[src/rtl/instr_fetch_pkg.sv]
// rtl/instr_fetch_pkg.sv - shared constants and types for the instruction fetch unit
// Purpose: boot address, instruction length, buffer entry width and fetch FSM states.
// Ports: none (package).
package instr_fetch_pkg;

  localparam logic [31:0] BOOT_ADDR = 32'h0000_8000;
  localparam int unsigned INSTR_LEN = 4;
  localparam int unsigned ENTRY_W   = 64;

  typedef enum logic [1:0] {
    BOOT = 2'd0,
    REQ  = 2'd1,
    HOLD = 2'd2
  } fetch_state_e;

endpackage

[src/rtl/fetch_fifo.sv]
// rtl/fetch_fifo.sv - two-entry instruction buffer with flush
// Purpose: holds fetched {instr, pc} pairs until the decoder takes them.
// Ports:
//   clk_i, rst_i   clock, asynchronous active-high reset
//   flush_i        drop every entry this edge (wins over push/pop)
//   push_i/push_data_i  write one {instr, pc} entry
//   pop_i          remove head entry
//   valid_o/full_o/count_o  occupancy status
//   head_o         oldest entry, zero after reset
module fetch_fifo
  import instr_fetch_pkg::*;
(
  input  logic               clk_i,
  input  logic               rst_i,
  input  logic               flush_i,
  input  logic               push_i,
  input  logic [ENTRY_W-1:0] push_data_i,
  input  logic               pop_i,
  output logic               valid_o,
  output logic               full_o,
  output logic [1:0]         count_o,
  output logic [ENTRY_W-1:0] head_o
);

  logic [ENTRY_W-1:0] mem_q [2];
  logic               wptr_q;
  logic               rptr_q;
  logic [1:0]         cnt_q;
  logic               do_push;
  logic               do_pop;

  assign do_push = push_i && (cnt_q != 2'd2);
  assign do_pop  = pop_i && (cnt_q != 2'd0);

  always_ff @(posedge clk_i or posedge rst_i) begin
    if (rst_i) begin
      mem_q[0] <= '0;
      mem_q[1] <= '0;
      wptr_q   <= 1'b0;
      rptr_q   <= 1'b0;
      cnt_q    <= 2'd0;
    end else if (flush_i) begin
      wptr_q <= 1'b0;
      rptr_q <= 1'b0;
      cnt_q  <= 2'd0;
    end else begin
      if (do_push) begin
        mem_q[wptr_q] <= push_data_i;
        wptr_q        <= ~wptr_q;
      end
      if (do_pop) begin
        rptr_q <= ~rptr_q;
      end
      cnt_q <= cnt_q + {1'b0, do_push} - {1'b0, do_pop};
    end
  end

  assign valid_o = (cnt_q != 2'd0);
  assign full_o  = (cnt_q == 2'd2);
  assign count_o = cnt_q;
  assign head_o  = mem_q[rptr_q];

endmodule

[src/rtl/instr_fetch.sv]
// rtl/instr_fetch.sv - instruction fetch unit with two-entry credit-limited buffer
// Purpose: issues word fetches, tracks in-order responses, buffers them for the
//          decoder and handles redirects by discarding stale responses.
// Ports:
//   clk_i, rst_i                      clock, asynchronous active-high reset
//   instr_req_o/instr_addr_o/instr_gnt_i        fetch request channel
//   instr_rvalid_i/instr_rdata_i                in-order response channel
//   redirect_i/redirect_addr_i                  taken control transfer
//   fetch_valid_o/fetch_instr_o/fetch_pc_o/fetch_ready_i  decoder handshake
module instr_fetch #(
  parameter logic [31:0] BOOT_ADDR  = instr_fetch_pkg::BOOT_ADDR,
  parameter int unsigned FIFO_DEPTH = 2
) (
  input  logic        clk_i,
  input  logic        rst_i,
  output logic        instr_req_o,
  output logic [31:0] instr_addr_o,
  input  logic        instr_gnt_i,
  input  logic        instr_rvalid_i,
  input  logic [31:0] instr_rdata_i,
  input  logic        redirect_i,
  input  logic [31:0] redirect_addr_i,
  output logic        fetch_valid_o,
  output logic [31:0] fetch_instr_o,
  output logic [31:0] fetch_pc_o,
  input  logic        fetch_ready_i
);

  localparam logic [2:0] CREDIT_MAX = 3'(FIFO_DEPTH);

  instr_fetch_pkg::fetch_state_e state_q, state_d;

  logic [31:0] addr_q, addr_d;
  logic [31:0] tgt_q, tgt_d;
  logic        stale_q, stale_d;
  logic [1:0]  out_cnt_q, out_cnt_d;
  logic [1:0]  disc_q, disc_d;
  logic [31:0] out_pc_q [2];
  logic [31:0] out_pc_d [2];

  logic [2:0]  credit;
  logic        req;
  logic        grant;
  logic        drop;
  logic        push;
  logic        pop;
  logic [1:0]  slot;
  logic [31:0] redirect_tgt;
  logic        unused_addr_bits;

  logic        fifo_valid;
  logic        fifo_full;
  logic [1:0]  fifo_cnt;
  logic [63:0] fifo_head;

  assign redirect_tgt     = {redirect_addr_i[31:2], 2'b00};
  assign unused_addr_bits = ^redirect_addr_i[1:0];

  // Credit uses registered counts only, so a pop in the same cycle frees nothing.
  assign credit = {1'b0, out_cnt_q} + {1'b0, fifo_cnt};
  assign req    = (state_q == instr_fetch_pkg::REQ) && (credit < CREDIT_MAX);
  assign grant  = req && instr_gnt_i;
  assign drop   = instr_rvalid_i && (redirect_i || (disc_q != 2'd0));
  assign push   = instr_rvalid_i && !drop;
  assign pop    = fifo_valid && fetch_ready_i && !redirect_i;
  // Queue position the granted address lands in once any retiring response shifts out.
  assign slot   = out_cnt_q - {1'b0, instr_rvalid_i};

  always_comb begin
    state_d   = state_q;
    addr_d    = addr_q;
    tgt_d     = tgt_q;
    stale_d   = stale_q;
    out_pc_d  = out_pc_q;
    out_cnt_d = out_cnt_q + {1'b0, grant} - {1'b0, instr_rvalid_i};
    disc_d    = disc_q;

    if (instr_rvalid_i) begin
      out_pc_d[0] = out_pc_q[1];
    end
    if (grant) begin
      if (slot == 2'd0) begin
        out_pc_d[0] = addr_q;
      end else begin
        out_pc_d[1] = addr_q;
      end
    end

    // Everything still in flight after a redirect edge belongs to the old stream.
    if (redirect_i) begin
      disc_d = out_cnt_d;
    end else begin
      disc_d = disc_q - {1'b0, (instr_rvalid_i && (disc_q != 2'd0))}
                      + {1'b0, (grant && stale_q)};
    end

    // A request already on the bus keeps its address until granted; the
    // redirect target is parked and that grant is later counted as stale.
    if (redirect_i) begin
      if (req && !instr_gnt_i) begin
        stale_d = 1'b1;
        tgt_d   = redirect_tgt;
      end else begin
        addr_d  = redirect_tgt;
        stale_d = 1'b0;
      end
    end else if (grant) begin
      if (stale_q) begin
        addr_d  = tgt_q;
        stale_d = 1'b0;
      end else begin
        addr_d  = addr_q + 32'(instr_fetch_pkg::INSTR_LEN);
      end
    end

    unique case (state_q)
      instr_fetch_pkg::BOOT: state_d = instr_fetch_pkg::REQ;
      instr_fetch_pkg::REQ: begin
        if (grant && !redirect_i && (credit == CREDIT_MAX - 3'd1)) begin
          state_d = instr_fetch_pkg::HOLD;
        end
      end
      instr_fetch_pkg::HOLD: begin
        if (redirect_i || (credit < CREDIT_MAX)) begin
          state_d = instr_fetch_pkg::REQ;
        end
      end
      default: state_d = instr_fetch_pkg::BOOT;
    endcase
  end

  always_ff @(posedge clk_i or posedge rst_i) begin
    if (rst_i) begin
      state_q     <= instr_fetch_pkg::BOOT;
      addr_q      <= BOOT_ADDR;
      tgt_q       <= BOOT_ADDR;
      stale_q     <= 1'b0;
      out_cnt_q   <= 2'd0;
      disc_q      <= 2'd0;
      out_pc_q[0] <= '0;
      out_pc_q[1] <= '0;
    end else begin
      state_q   <= state_d;
      addr_q    <= addr_d;
      tgt_q     <= tgt_d;
      stale_q   <= stale_d;
      out_cnt_q <= out_cnt_d;
      disc_q    <= disc_d;
      out_pc_q  <= out_pc_d;
    end
  end

  fetch_fifo u_fifo (
    .clk_i       (clk_i),
    .rst_i       (rst_i),
    .flush_i     (redirect_i),
    .push_i      (push),
    .push_data_i ({instr_rdata_i, out_pc_q[0]}),
    .pop_i       (pop),
    .valid_o     (fifo_valid),
    .full_o      (fifo_full),
    .count_o     (fifo_cnt),
    .head_o      (fifo_head)
  );

  assign instr_req_o   = req;
  assign instr_addr_o  = addr_q;
  assign fetch_valid_o = fifo_valid && !redirect_i;
  assign fetch_instr_o = fifo_head[63:32];
  assign fetch_pc_o    = fifo_head[31:0];

`ifndef SYNTHESIS
  always_ff @(posedge clk_i) begin
    if (!rst_i && instr_rvalid_i) begin
      assert (!fifo_full && !((disc_q == 2'd0) && (out_cnt_q == 2'd0)))
        else $error("instr_fetch: response with no outstanding request or no buffer space");
    end
  end
`endif

endmodule
[config.mk]
export PLATFORM = sky130hd
export DESIGN_NAME = instr_fetch
export DESIGN_NICKNAME = d
export VERILOG_FILES = /design/src/rtl/instr_fetch_pkg.sv /design/src/rtl/fetch_fifo.sv /design/src/rtl/instr_fetch.sv
export SDC_FILE = /design/constraint.sdc
export NUM_CORES = 1
export LEC_CHECK = 0
export ABC_CLOCK_PERIOD_IN_PS = 4800
export BUFFER_PORTS_ARGS = -buffer_cell sky130_fd_sc_hd__buf_2
export CAP_MARGIN = 20
export CORE_UTILIZATION = 58
export DETAILED_ROUTE_END_ITERATION = 8
export PLACE_DENSITY_LB_ADDON = 0.1
export SETUP_SLACK_MARGIN = 0.1
export SLEW_MARGIN = 15
export SYNTH_ARGS = -nofsm -noshare
export SYNTH_HDL_FRONTEND = slang
export SYNTH_HIERARCHICAL = 1
export SYNTH_SLANG_ARGS = --single-unit
[constraint.sdc]
create_clock -name clk_i -period 4.8 [get_ports clk_i]
set_input_delay 0.48 -clock clk_i [delete_from_list [all_inputs] [get_ports clk_i]]
set_output_delay 0.48 -clock clk_i [all_outputs]
set_load 0.02 [all_outputs]
==> key figures <==
Status
  • Outcome: completed

Layout
  • Fillers: 1564
  • Layout cells sized above 1: 41.9%
  • Register area: 0.00654 sq mm
  • Area delta synth->final: 14.5%
  • Final #Nets: 1193
  • Final Util: 68.5%
  • Multi-input logic area: 0.00529 sq mm
  • Antenna cells: 0

Global route
  • Grt ovf: 0
  • Antenna violations before repair: 0
  • Pin count of the biggest net entering global routing: 65
  • GRT Util Overall: 23.8%
  • First-pass GRT wire length: 41600 um
  • Vias in the first global route: 7954

Setup path
  • Crit path DAT: 2750 ps
  • Sequence of cells on the critical path: ha_1 -> fa_1 -> or4b_4 -> inv_2 -> buf_2
  • CP Class: reg -> out
  • Startpoint Class: flip-flop
  • Worst Path Buf+Inv: 2
  • CP Capture Type: output port
  • Crit-path max cell delay: 600 ps
  • Worst Path Required: 4320 ps
  • Delay-heaviest family, CP: adder cells
  • Crit-path max FO: 11
  • Slowest-stage cell, CP: or4b_4

Die
  • Die height: 147 um
  • CORE AREA: 0.0205 sq mm
  • Initial Util: 59.9%
  • Die width: 147 um
  • Std cell rows: 52
  • Io pins: 168
  • Die Area: 0.0217 sq mm

Synth
  • Yosys cell types: 67
  • Synthesized instance count: 973
  • Post-synth EDFFs: 0
  • Sequential share of the synthesized area: 53.3%
  • Synth warnings: 6
  • Yosys reg bits: 261
  • Mapped Avg Cell Area: 12.6 sq um
  • Mapped cell area: 0.0123 sq mm
  • Post-synth ARST share: 100%
  • Top_reg_cell synth: dfrtp_1

STA
  • Final Hold Viols: 0
  • Min cycle time layout: 3230 ps
  • Slew headroom: 33.3%
  • RSZ-0062 raised after global routing: false
  • Post-route clock period utilization: 67.3%
  • Setup TNS: 0 ps
  • Final setup violation count: 0
  • Slew Viols, Final: 0
  • Maximum clock rate: 0.309 GHz
  • Worst slew pin tran: 998 ps
  • Clock Skew: 8.96 ps

Clocking
  • Inserted Clock Buffers: 27
  • CTS resizes: 0
  • Htree depth: 1
  • Clk slew on worst S/H paths: 60 ps
  • Post-CTS Setup Inserts: 0
  • CTS tree: done
  • Clk Tree Root Cell: clkbuf_16
  • Clock sink total: 261
  • Latest clock arrival within the worst-skew pair: 530 ps
  • Hold_buf cts: 0
  • Maximum clock path buffer count: 3

Placed design
  • Hpwl dp: 16000 um
  • Routability cong.: 0.773
  • Port bufs: 163

Power and ir drop
  • Leakage: 6.71 nW
  • PwrDens: 640 mW/mm^2
  • VDD IR max: 0.443 mV

Worst hold path
  • Worst Hold Class: in -> async

Routing
  • DRT Wirelength: 25000 um
  • Via count: 7978
  • Post-DR vias/cell: 5.67
  • Residual DRC: 0
  • Routed Antenna Nets: 0
  • 1st-iter DRT viols: 298
  • First-pass DRT Iterations: 5
  • DR WL/cell: 17.8 um

Job
  • # Max-Cap Violations: 0
through the flow:
step | cell area [sq um] | total power, mW | cells | worst slack, ps | hold WS, ps
after floorplan | 12300 | 6.06 | 974 | 794 | 450
after global placement | 13100 | 6.87 | 1355 | 1570 | 462
after detailed placement | 13100 | 6.98 | 1355 | 1510 | 470
after CTS | 14000 | 9.07 | 1405 | 1490 | 124
after global routing | 14000 | 9.56 | 1406 | 1490 | 154
final | 14000 | 8.99 | 1406 | 1570 | 104
registers in the layout, indices dropped and copies added, names as in the netlist:
register,count
disc_q,2
instr_addr_o,30
out_cnt_q,2
out_pc_q,62
stale_q,1
state_q,2
tgt_q,30
u_fifo/count_o,2
u_fifo/mem_q,128
u_fifo/rptr_q,1
u_fifo/wptr_q,1
path summary, 6_finish.rpt:
kind / start / end / slack, ps / cells past startpoint
worst max-delay path: u_fifo/count_o[0] / instr_req_o / 1570 / 5
worst min-delay path: rst_i / u_fifo/mem_q[24] / 100 / 2
worst max register to register: u_fifo/count_o[0] / instr_addr_o[30] / 1650 / 9
worst min register to register: out_pc_q[13] / out_pc_q[13] / 480 / 2
max in group asynchronous: rst_i / u_fifo/mem_q[40] / 3610 / 3
min in group clk_i: instr_rdata_i[19] / u_fifo/mem_q[115] / 190 / 2
Yosys cell counts, types with 8 or more instances:
| cell | count | area [sq um] |
|---|---|---|
| clkbuf_1 | 27 | 101 |
| buf_6 | 15 | 169 |
| xnor2_1 | 13 | 114 |
| a22oi_1 | 8 | 60.1 |
| dfrtp_1 | 259 | 6480 |
| o21ai_0 | 26 | 130 |
| and3_1 | 10 | 62.6 |
| inv_1 | 16 | 60.1 |
| nor2b_1 | 9 | 56.3 |
| xor2_1 | 12 | 105 |
| mux2_2 | 237 | 2670 |
| nor2_1 | 57 | 214 |
| mux2i_1 | 40 | 400 |
| nand2_1 | 35 | 131 |
| a21oi_1 | 48 | 240 |
| buf_2 | 15 | 75.1 |
| nand3_1 | 18 | 90.1 |
layout by cell type (no fill, tap or decap), types with 5 or more instances in the layout:
| cell | instances |
|---|---|
| nor2b_1 | 9 |
| nor3_1 | 7 |
| and3_1 | 10 |
| nor2_1 | 57 |
| a21oi_1 | 48 |
| dfrtp_1 | 258 |
| nand2b_1 | 7 |
| buf_2 | 163 |
| clkbuf_8 | 8 |
| ha_1 | 7 |
| a21o_1 | 6 |
| mux2_2 | 237 |
| o211ai_1 | 7 |
| o221ai_1 | 5 |
| clkbuf_1 | 5 |
| xor2_1 | 12 |
| nand3_1 | 18 |
| xnor2_1 | 13 |
| mux2_1 | 7 |
| nand2_1 | 35 |
| mux2i_1 | 39 |
| a22oi_1 | 8 |
| nand4_1 | 7 |
| buf_4 | 12 |
| clkinv_2 | 7 |
| o21ai_0 | 26 |
| clkbuf_16 | 27 |
| inv_1 | 14 |
logic make-up (layout without fill, tap and decap cells):
logic type | count (synthesis) | after routing | share of synthesized area, %
AOI/OAI and AO/OA | 133 | 133 | 6.86
xor gates and xnor gates | 25 | 25 | 1.78
adders and majority gates | 8 | 8 | 0.877
buffers and inverters | 81 | 243 | 3.66
DFF | 261 | 261 | 53.3
muxes | 285 | 285 | 25.8
other | 1 | 2 | 0.0306
and+or+nand+nor | 179 | 179 | 7.74
report_power, final:
group	switching (mW)	internal (mW)	leakage [nW]
combinational	1.63	1.48	2.99
sequential	0.739	3.10	3.28
clock	0.837	1.21	0.442
layout make-up:
class                      instances  area share [%]
sequential                       261            46.5
multi-input combinational        632            37.7
timing repair buffer             176            6.59
clock buffer                      40            5.73
tap                              270            2.41
clock inverter                    10           0.579
inverter                          17           0.490
metal layers:
layer,routed length (um),up-vias,GRT usage (%)
met2,11600,202,38.4
li1,-,3773,-
met3,1020,30,2.56
met4,386,0,5.52
met1,12000,3973,34.8
met5,0,-,0
No activity file was read; power rests on OpenSTA's default activity.
